**src/rtl/sr_flag_bank_pkg.sv**
```systemverilog
// Shared definitions for the sr_flag_bank flag array: conflict resolution
// encodings, the default synchroniser depth and the conflict resolver.
package sr_flag_bank_pkg;

  typedef enum logic [1:0] {
    CM_RESET_DOM = 2'd0,
    CM_SET_DOM   = 2'd1,
    CM_HOLD      = 2'd2,
    CM_TOGGLE    = 2'd3
  } conflict_mode_e;

  localparam int unsigned DEFAULT_SYNC_STAGES = 2;

  // Next flag value when set and reset are qualified in the same cycle.
  function automatic logic resolve_conflict(input conflict_mode_e mode, input logic q);
    case (mode)
      CM_RESET_DOM: return 1'b0;
      CM_SET_DOM:   return 1'b1;
      CM_HOLD:      return q;
      default:      return ~q;
    endcase
  endfunction

endpackage

```
**src/rtl/sr_flag_cell.sv**
```systemverilog
// One flag channel: level/edge qualification of already-synchronised,
// active-high set/reset requests, conflict resolution, sticky conflict and rise pulse.
module sr_flag_cell
  import sr_flag_bank_pkg::*;
#(
  parameter bit             EDGE          = 1'b0,
  parameter conflict_mode_e CONFLICT_MODE = CM_RESET_DOM,
  parameter bit             INIT          = 1'b0
) (
  input  logic clk,
  input  logic rst_n,
  input  logic set_req,
  input  logic rst_req,
  input  logic conflict_clr,
  output logic q,
  output logic q_rise,
  output logic conflict
);

  logic prev_s;
  logic prev_r;
  logic q_d;
  logic act_s;
  logic act_r;
  logic q_next;

  always_comb begin
    act_s  = EDGE ? (set_req & ~prev_s) : set_req;
    act_r  = EDGE ? (rst_req & ~prev_r) : rst_req;
    q_next = q;
    case ({act_s, act_r})
      2'b10:   q_next = 1'b1;
      2'b01:   q_next = 1'b0;
      2'b11:   q_next = resolve_conflict(CONFLICT_MODE, q);
      default: q_next = q;
    endcase
  end

  // q_d starts at INIT so that reset release can never look like a rising edge.
  always_ff @(posedge clk or negedge rst_n) begin
    if (!rst_n) begin
      q        <= INIT;
      q_d      <= INIT;
      q_rise   <= 1'b0;
      conflict <= 1'b0;
      prev_s   <= 1'b0;
      prev_r   <= 1'b0;
    end else begin
      q        <= q_next;
      q_d      <= q;
      q_rise   <= q & ~q_d;
      conflict <= (act_s & act_r) | (conflict & ~conflict_clr);
      prev_s   <= set_req;
      prev_r   <= rst_req;
    end
  end

endmodule

```
**src/rtl/sync_ff_chain.sv**
```systemverilog
// Multi-bit flop chain used as an input synchroniser; zero stages is a
// straight pass-through for inputs that are already synchronous.
module sync_ff_chain #(
  parameter int unsigned     WIDTH       = 1,
  parameter int unsigned     STAGES      = 2,
  parameter logic [WIDTH-1:0] RESET_VALUE = '0
) (
  input  logic             clk,
  input  logic             rst_n,
  input  logic [WIDTH-1:0] d,
  output logic [WIDTH-1:0] q
);

  if (STAGES == 0) begin : g_bypass
    logic unused_clk_rst;
    assign unused_clk_rst = clk ^ rst_n;
    assign q = d;
  end else begin : g_chain
    logic [WIDTH-1:0] stage [STAGES];

    always_ff @(posedge clk or negedge rst_n) begin
      if (!rst_n) begin
        for (int unsigned i = 0; i < STAGES; i++) stage[i] <= RESET_VALUE;
      end else begin
        stage[0] <= d;
        for (int unsigned i = 1; i < STAGES; i++) stage[i] <= stage[i-1];
      end
    end

    assign q = stage[STAGES-1];
  end

endmodule

```
**src/rtl/sr_flag_bank.sv**
```systemverilog
// Clocked multi-channel set/reset flag bank with input synchronisers,
// optional edge qualification and deterministic S&R conflict resolution.
module sr_flag_bank
  import sr_flag_bank_pkg::*;
#(
  parameter int unsigned          CHANNELS         = 8,
  parameter int unsigned          SYNC_STAGES      = DEFAULT_SYNC_STAGES,
  parameter bit                   INPUT_ACTIVE_LOW = 1'b1,
  parameter logic [CHANNELS-1:0]  EDGE_MASK        = '0,
  parameter int unsigned          CONFLICT_MODE    = 0,
  parameter logic [CHANNELS-1:0]  INIT_VALUE       = '0
) (
  input  logic                clk,
  input  logic                rst_n,
  input  logic [CHANNELS-1:0] s,
  input  logic [CHANNELS-1:0] r,
  input  logic [CHANNELS-1:0] conflict_clr,
  output logic [CHANNELS-1:0] q,
  output logic [CHANNELS-1:0] qn,
  output logic [CHANNELS-1:0] q_rise,
  output logic [CHANNELS-1:0] conflict
);

  logic [CHANNELS-1:0] a_s;
  logic [CHANNELS-1:0] a_r;
  logic [CHANNELS-1:0] sync_s;
  logic [CHANNELS-1:0] sync_r;

  // Normalise to active-high before synchronising so the sync reset value is
  // the inactive level regardless of pad polarity.
  assign a_s = s ^ {CHANNELS{INPUT_ACTIVE_LOW}};
  assign a_r = r ^ {CHANNELS{INPUT_ACTIVE_LOW}};

  sync_ff_chain #(
    .WIDTH       (CHANNELS),
    .STAGES      (SYNC_STAGES),
    .RESET_VALUE ('0)
  ) u_sync_s (
    .clk   (clk),
    .rst_n (rst_n),
    .d     (a_s),
    .q     (sync_s)
  );

  sync_ff_chain #(
    .WIDTH       (CHANNELS),
    .STAGES      (SYNC_STAGES),
    .RESET_VALUE ('0)
  ) u_sync_r (
    .clk   (clk),
    .rst_n (rst_n),
    .d     (a_r),
    .q     (sync_r)
  );

  for (genvar i = 0; i < CHANNELS; i++) begin : g_cell
    sr_flag_cell #(
      .EDGE          (EDGE_MASK[i]),
      .CONFLICT_MODE (conflict_mode_e'(CONFLICT_MODE)),
      .INIT          (INIT_VALUE[i])
    ) u_cell (
      .clk          (clk),
      .rst_n        (rst_n),
      .set_req      (sync_s[i]),
      .rst_req      (sync_r[i]),
      .conflict_clr (conflict_clr[i]),
      .q            (q[i]),
      .q_rise       (q_rise[i]),
      .conflict     (conflict[i])
    );
  end

  assign qn = ~q;

endmodule

```
**config.mk**
```make
export PLATFORM = sky130hd
export DESIGN_NAME = sr_flag_bank
export DESIGN_NICKNAME = d
export VERILOG_FILES = /design/src/rtl/sr_flag_bank_pkg.sv /design/src/rtl/sr_flag_cell.sv /design/src/rtl/sync_ff_chain.sv /design/src/rtl/sr_flag_bank.sv
export SDC_FILE = /design/constraint.sdc
export NUM_CORES = 1
export LEC_CHECK = 0
export CAP_MARGIN = 10
export CELL_PAD_IN_SITES_DETAIL_PLACEMENT = 1
export CELL_PAD_IN_SITES_GLOBAL_PLACEMENT = 2
export CORE_ASPECT_RATIO = 0.8
export CORE_UTILIZATION = 30
export CTS_CLUSTER_SIZE = 40
export DETAILED_ROUTE_END_ITERATION = 6
export GPL_TIMING_DRIVEN = 0
export MAX_ROUTING_LAYER = met4
export PLACE_DENSITY = 0.77
export SYNTH_ARGS = -nofsm -noshare
export SYNTH_HDL_FRONTEND = slang
export SYNTH_SLANG_ARGS = --single-unit
```
**constraint.sdc**
```tcl
create_clock -name clk -period 1.02 [get_ports clk]
set_input_delay 0.306 -clock clk [delete_from_list [all_inputs] [get_ports clk]]
set_output_delay 0.306 -clock clk [all_outputs]
set_load 0.02 [all_outputs]
```
== Word level (Yosys, flattened, before mapping) ==
Cells that the tools add are included.

* Register bits: 64
* Bits of input ports: 26
* Logic and storage cells: 135

* Equality and inequality tests: 24
* Mux-type cells: 8
* Bitwise gates (word level): 51
* Reductions and logical operators: 16

{| class="wikitable"
|+ Operators with widths
! cell !! number
|-
| $eq 2x2->1 const B || 16
|-
| $and 1x1->1 || 24
|-
| $not 8->8 || 3
|-
| $eq 2x1->1 const B || 8
|-
| $not 1->1 || 16
|-
| $pmux 1 s2 || 8
|-
| $reduce_bool 2->1 || 8
|-
| $reduce_or 2->1 || 8
|-
| $or 1x1->1 || 8
|}

== Depth between registers and ports, before layout ==
* Depth after elaboration: 3
* Gate-level depth with buffers: 2
* Mapped depth without buffers: 2

== Modules after synthesis ==
From an unflattened synthesis, not the netlist that was laid out.

* Cell total of the unflattened synthesis: 152
* Area, all modules: 2072.0 sq um

{| class="wikitable"
|+ By module, submodules not included
! module !! instances !! cells each !! area an instance (sq um)
|-
| sr_flag_cell || 8 || 10 || 132.6
|-
| sync_ff_chain || 2 || 24 || 460.4
|-
| sr_flag_bank || 1 || 24 || 90.1
|}

== Worst setup path before layout ==
Ideal clock, no wire load.

* Path type: reg-to-output
* Start: register g_cell[7].u_cell.q
* End: output q[7]
* Data arrival time: 545 ps
* Setup slack: 169 ps
* Stages on the path, launching flop included: 2
* Path buffers: 1
* Cell sequence: dfrtp_1 buf_4

{| class="wikitable"
|+ RTL lines
! what !! RTL line !! RTL
|-
| start: declaration || sr_flag_cell.sv:15 || <nowiki>output logic q,</nowiki>
|-
| start signal: assignment || sr_flag_cell.sv:49 || <nowiki>q <= q_next;</nowiki>
|-
| end: declaration || sr_flag_bank.sv:18 || <nowiki>output logic [CHANNELS-1:0] q,</nowiki>
|}

No word-level cell between the ends.

== Worst setup path in the final report ==
* Start: register g_cell[0].u_cell.q
* End: output q[0]

{| class="wikitable"
|+ RTL lines
! what !! RTL line
|-
| start: declaration || sr_flag_cell.sv:15
|-
| start signal: assignment || sr_flag_cell.sv:49
|}

No word-level cell between the ends.

==> flow_summary.ini <==
[pwr]
p_comb_share_pct = 13.5
p_int_uw = 4100
switchingPower_uw = 1290
seq_power_share_pct = 51.8
clkPwrFrac_pct = 34.7
switching_share_pct = 23.9
leakage_uw = 0.00155
powerDensity_nw_per_um2 = 1750
ir_drop_mv = 0.961

[cells_and_area]
drive_gt1_share_pct = 41.1
nNetsFinal = 263
postLayoutCellArea_um2 = 3080
final.fill_count = 695
layout_common_cells = dfrtp_1 (62), buf_6 (40), inv_1 (24), clkdlybuf4s50_1 (24), buf_4 (24)
num_antenna_cells = 0
final_core_util_pct = 47.1
syn2layout_area_growth_pct = 47.8
final_common_cell = dfrtp_1

[sta]
slew_violations = 0
tightest_slew_ns = 0.613
rsz0062_at_grt = true
relSlewSlack_pct = 59.1
whs_ns = -0.0121
final.period_utilization_pct = 128
setup_viol = 32
hold_viol_final = 14
min_period_ns = 1.31
finalClockSkew_ns = 0.00829
setup_ws_ns = -0.286
fmax_mhz = 766

[logic_synthesis]
avgSynthCellArea_um2 = 13.0
synth_area_um2 = 2080
yosysTopAreaCell = dfrtp_1
synth_top_area_share_pct = 76.9
yosys_register_bits = 64
synth-seq-area-share_pct = 76.9
synth_nets = 186
synthCells = 160
synth.distinct_cells = 8
synthTopCellsByArea = dfrtp_1 (77%), buf_4 (8.7%), inv_1 (4.3%), nor2_1 (2.9%), nor2_2 (2.4%)
yosys_warnings = 0

[setup_path]
crit_slowest_cell = dfrtp_2
arrival_ns = 1.00
crit_type = reg2out
max_stage_delay_ns = 0.44
crit_end = q[0]
critPathMaxFanout = 4
r2r_end = g_cell[1].u_cell.q
endpoint_kind = output pin
reg2reg_depth = 4
cp-start-kind = flop
worstPathRequired_ns = 0.71
crit_path_cell_trace = buf_6 -> buf_6
r2r_setup_slack_ns = 0.11
cp_num_buf_inv = 2
setup.worst_path.start = g_cell[0].u_cell.q
cpMostUsedCell = buf_6
cp_num_cells = 2
cp_top_family = flip-flops
reg2reg_from = g_cell[1].u_cell.q

[clock_network]
numCtsBuffers = 9
clk_pin_slew_ns = 0.07
cts_max_path_buffers = 2
clock-root-buffer = clkbuf_8
clock_latency_ns = 0.33
cts_htree_levels = 3
cts_tree = yes
cts.sinks = 64

[status]
violations = hold timing, setup timing
status = finished, violations left

[floorplanning]
io_pins = 58
dieHeight_um = 76.5
rows = 26
fp.coreArea_um2 = 6540
fp.dieW_um = 95.1
fp.dieArea_um2 = 7280
initial_core_util_pct = 31.8

[global_route]
grt_max_degree = 40
grt_overflow = 0
grtUsageMet1_pct = 11.0
grt_pass1_wl_um = 5870
grt_usage_pct = 11.4
use_met3_pct = 5.79
antenna_found_initial = 0
gr-usage-met2_pct = 18.6
grt_pass1_vias = 1330
top_usage_layer = met2

[placement]
port-buffer-count = 57
dpl-instance-area_um2 = 2770
gp_congestion = 0.635
hpwl_um = 2220

[drt]
dr.pass1.iters = 4
ant_nets = 0
vias = 1238
vias_per_cell = 3.81
routed_wl_um = 3500
wire_per_inst_um = 10.8
drc = 0
drtIter0Drc = 35

[min_path]
hold_class = in2async

[job]
maxCapViolCount = 0
-- registers in the layout, indices dropped and copies added (netlist names) --
name / flops
u_sync_r.g_chain.stage: 8
g_cell.u_cell.q_d: 8
u_sync_s.q: 8
g_cell.u_cell.conflict: 8
u_sync_s.g_chain.stage: 8
g_cell.u_cell.q_rise: 8
g_cell.u_cell.q: 8
u_sync_r.q: 8
-- final cells by class --
type                       instances  area, um2  share of cell area [%]
inverter                          32        120                    3.90
clock inverter                     4       20.0                   0.651
sequential                        64       1600                    52.1
buffer                             8       90.1                    2.93
tap                               84        105                    3.42
clock buffer                      11        151                    4.92
multi-input combinational         40        180                    5.86
timing repair buffer              82        806                    26.2
-- Yosys cell counts --
library cell / instances
dfrtp_1: 64
buf_4: 24
inv_1: 24
nor2_1: 16
inv_2: 8
nand2_1: 8
nor2_2: 8
o21ai_1: 8
-- worst reg2reg max path, cell delays in order, from the launching register on --
cell	delay [ns]
dfrtp_1	0.42
buf_4	0.15
buf_4	0.12
nor2_1	0.08
nor2_1	0.04
-- repair_timing --
action / 4_1_cts / 5_1_grt
endpoints found under the setup margin: 32 / 32
buffers inserted: 15 / 9
endpoints found under the hold margin: 21 / 0
resized for setup: 200 / 2
-- how the worst min path moves through the flow --
stage                                            to  slack (ns)  cells after the start
after global placement                u_sync_r.q[0]        0.33                      0
after CTS                   g_cell[2].u_cell.q_rise       -0.01                      1
final                       g_cell[2].u_cell.q_rise       -0.01                      1
after detailed placement              u_sync_s.q[3]        0.34                      0
after global routing        g_cell[2].u_cell.q_rise       0.005                      1
after floorplan           g_cell[0].u_cell.conflict        0.01                      0
-- metal layers --
layer / vias to the layer above / share of wire [%]
li1: 592 / -
met1: 603 / 39
met2: 41 / 53
met3: 2 / 7.1
met4: 0 / 0.54
met5: - / 0
-- power groups by stage --
stage	clock network (uW)	logic, uW	registers, uW
after floorplan	0	313	2800
after global placement	0	647	2820
after detailed placement	0	667	2820
after CTS	1970	703	2790
after global routing	2090	796	2810
final	1870	729	2790
-- per-stage QoR --
stage               total power [uW]  TNS [ns]  std cells  setup slack (ns)
floorplan                       3120         0        160             0.169
global placement                3460   -163.24        301             -2.39
detailed placement              3490    -10.68        302            -0.399
CTS                             5460     -7.02        316            -0.331
global route                    5690     -7.68        325            -0.338
finish                          5380     -5.96        325            -0.286
-- cells by family (layout without fill, tap and decap cells) --
family	after synthesis	count (layout)	synth area share (%)
compound gates	8	8	1.92
buf+inv	56	137	14.4
simple gates	32	32	6.73
flops	64	64	76.9
No activity file was read; power rests on OpenSTA's default activity.
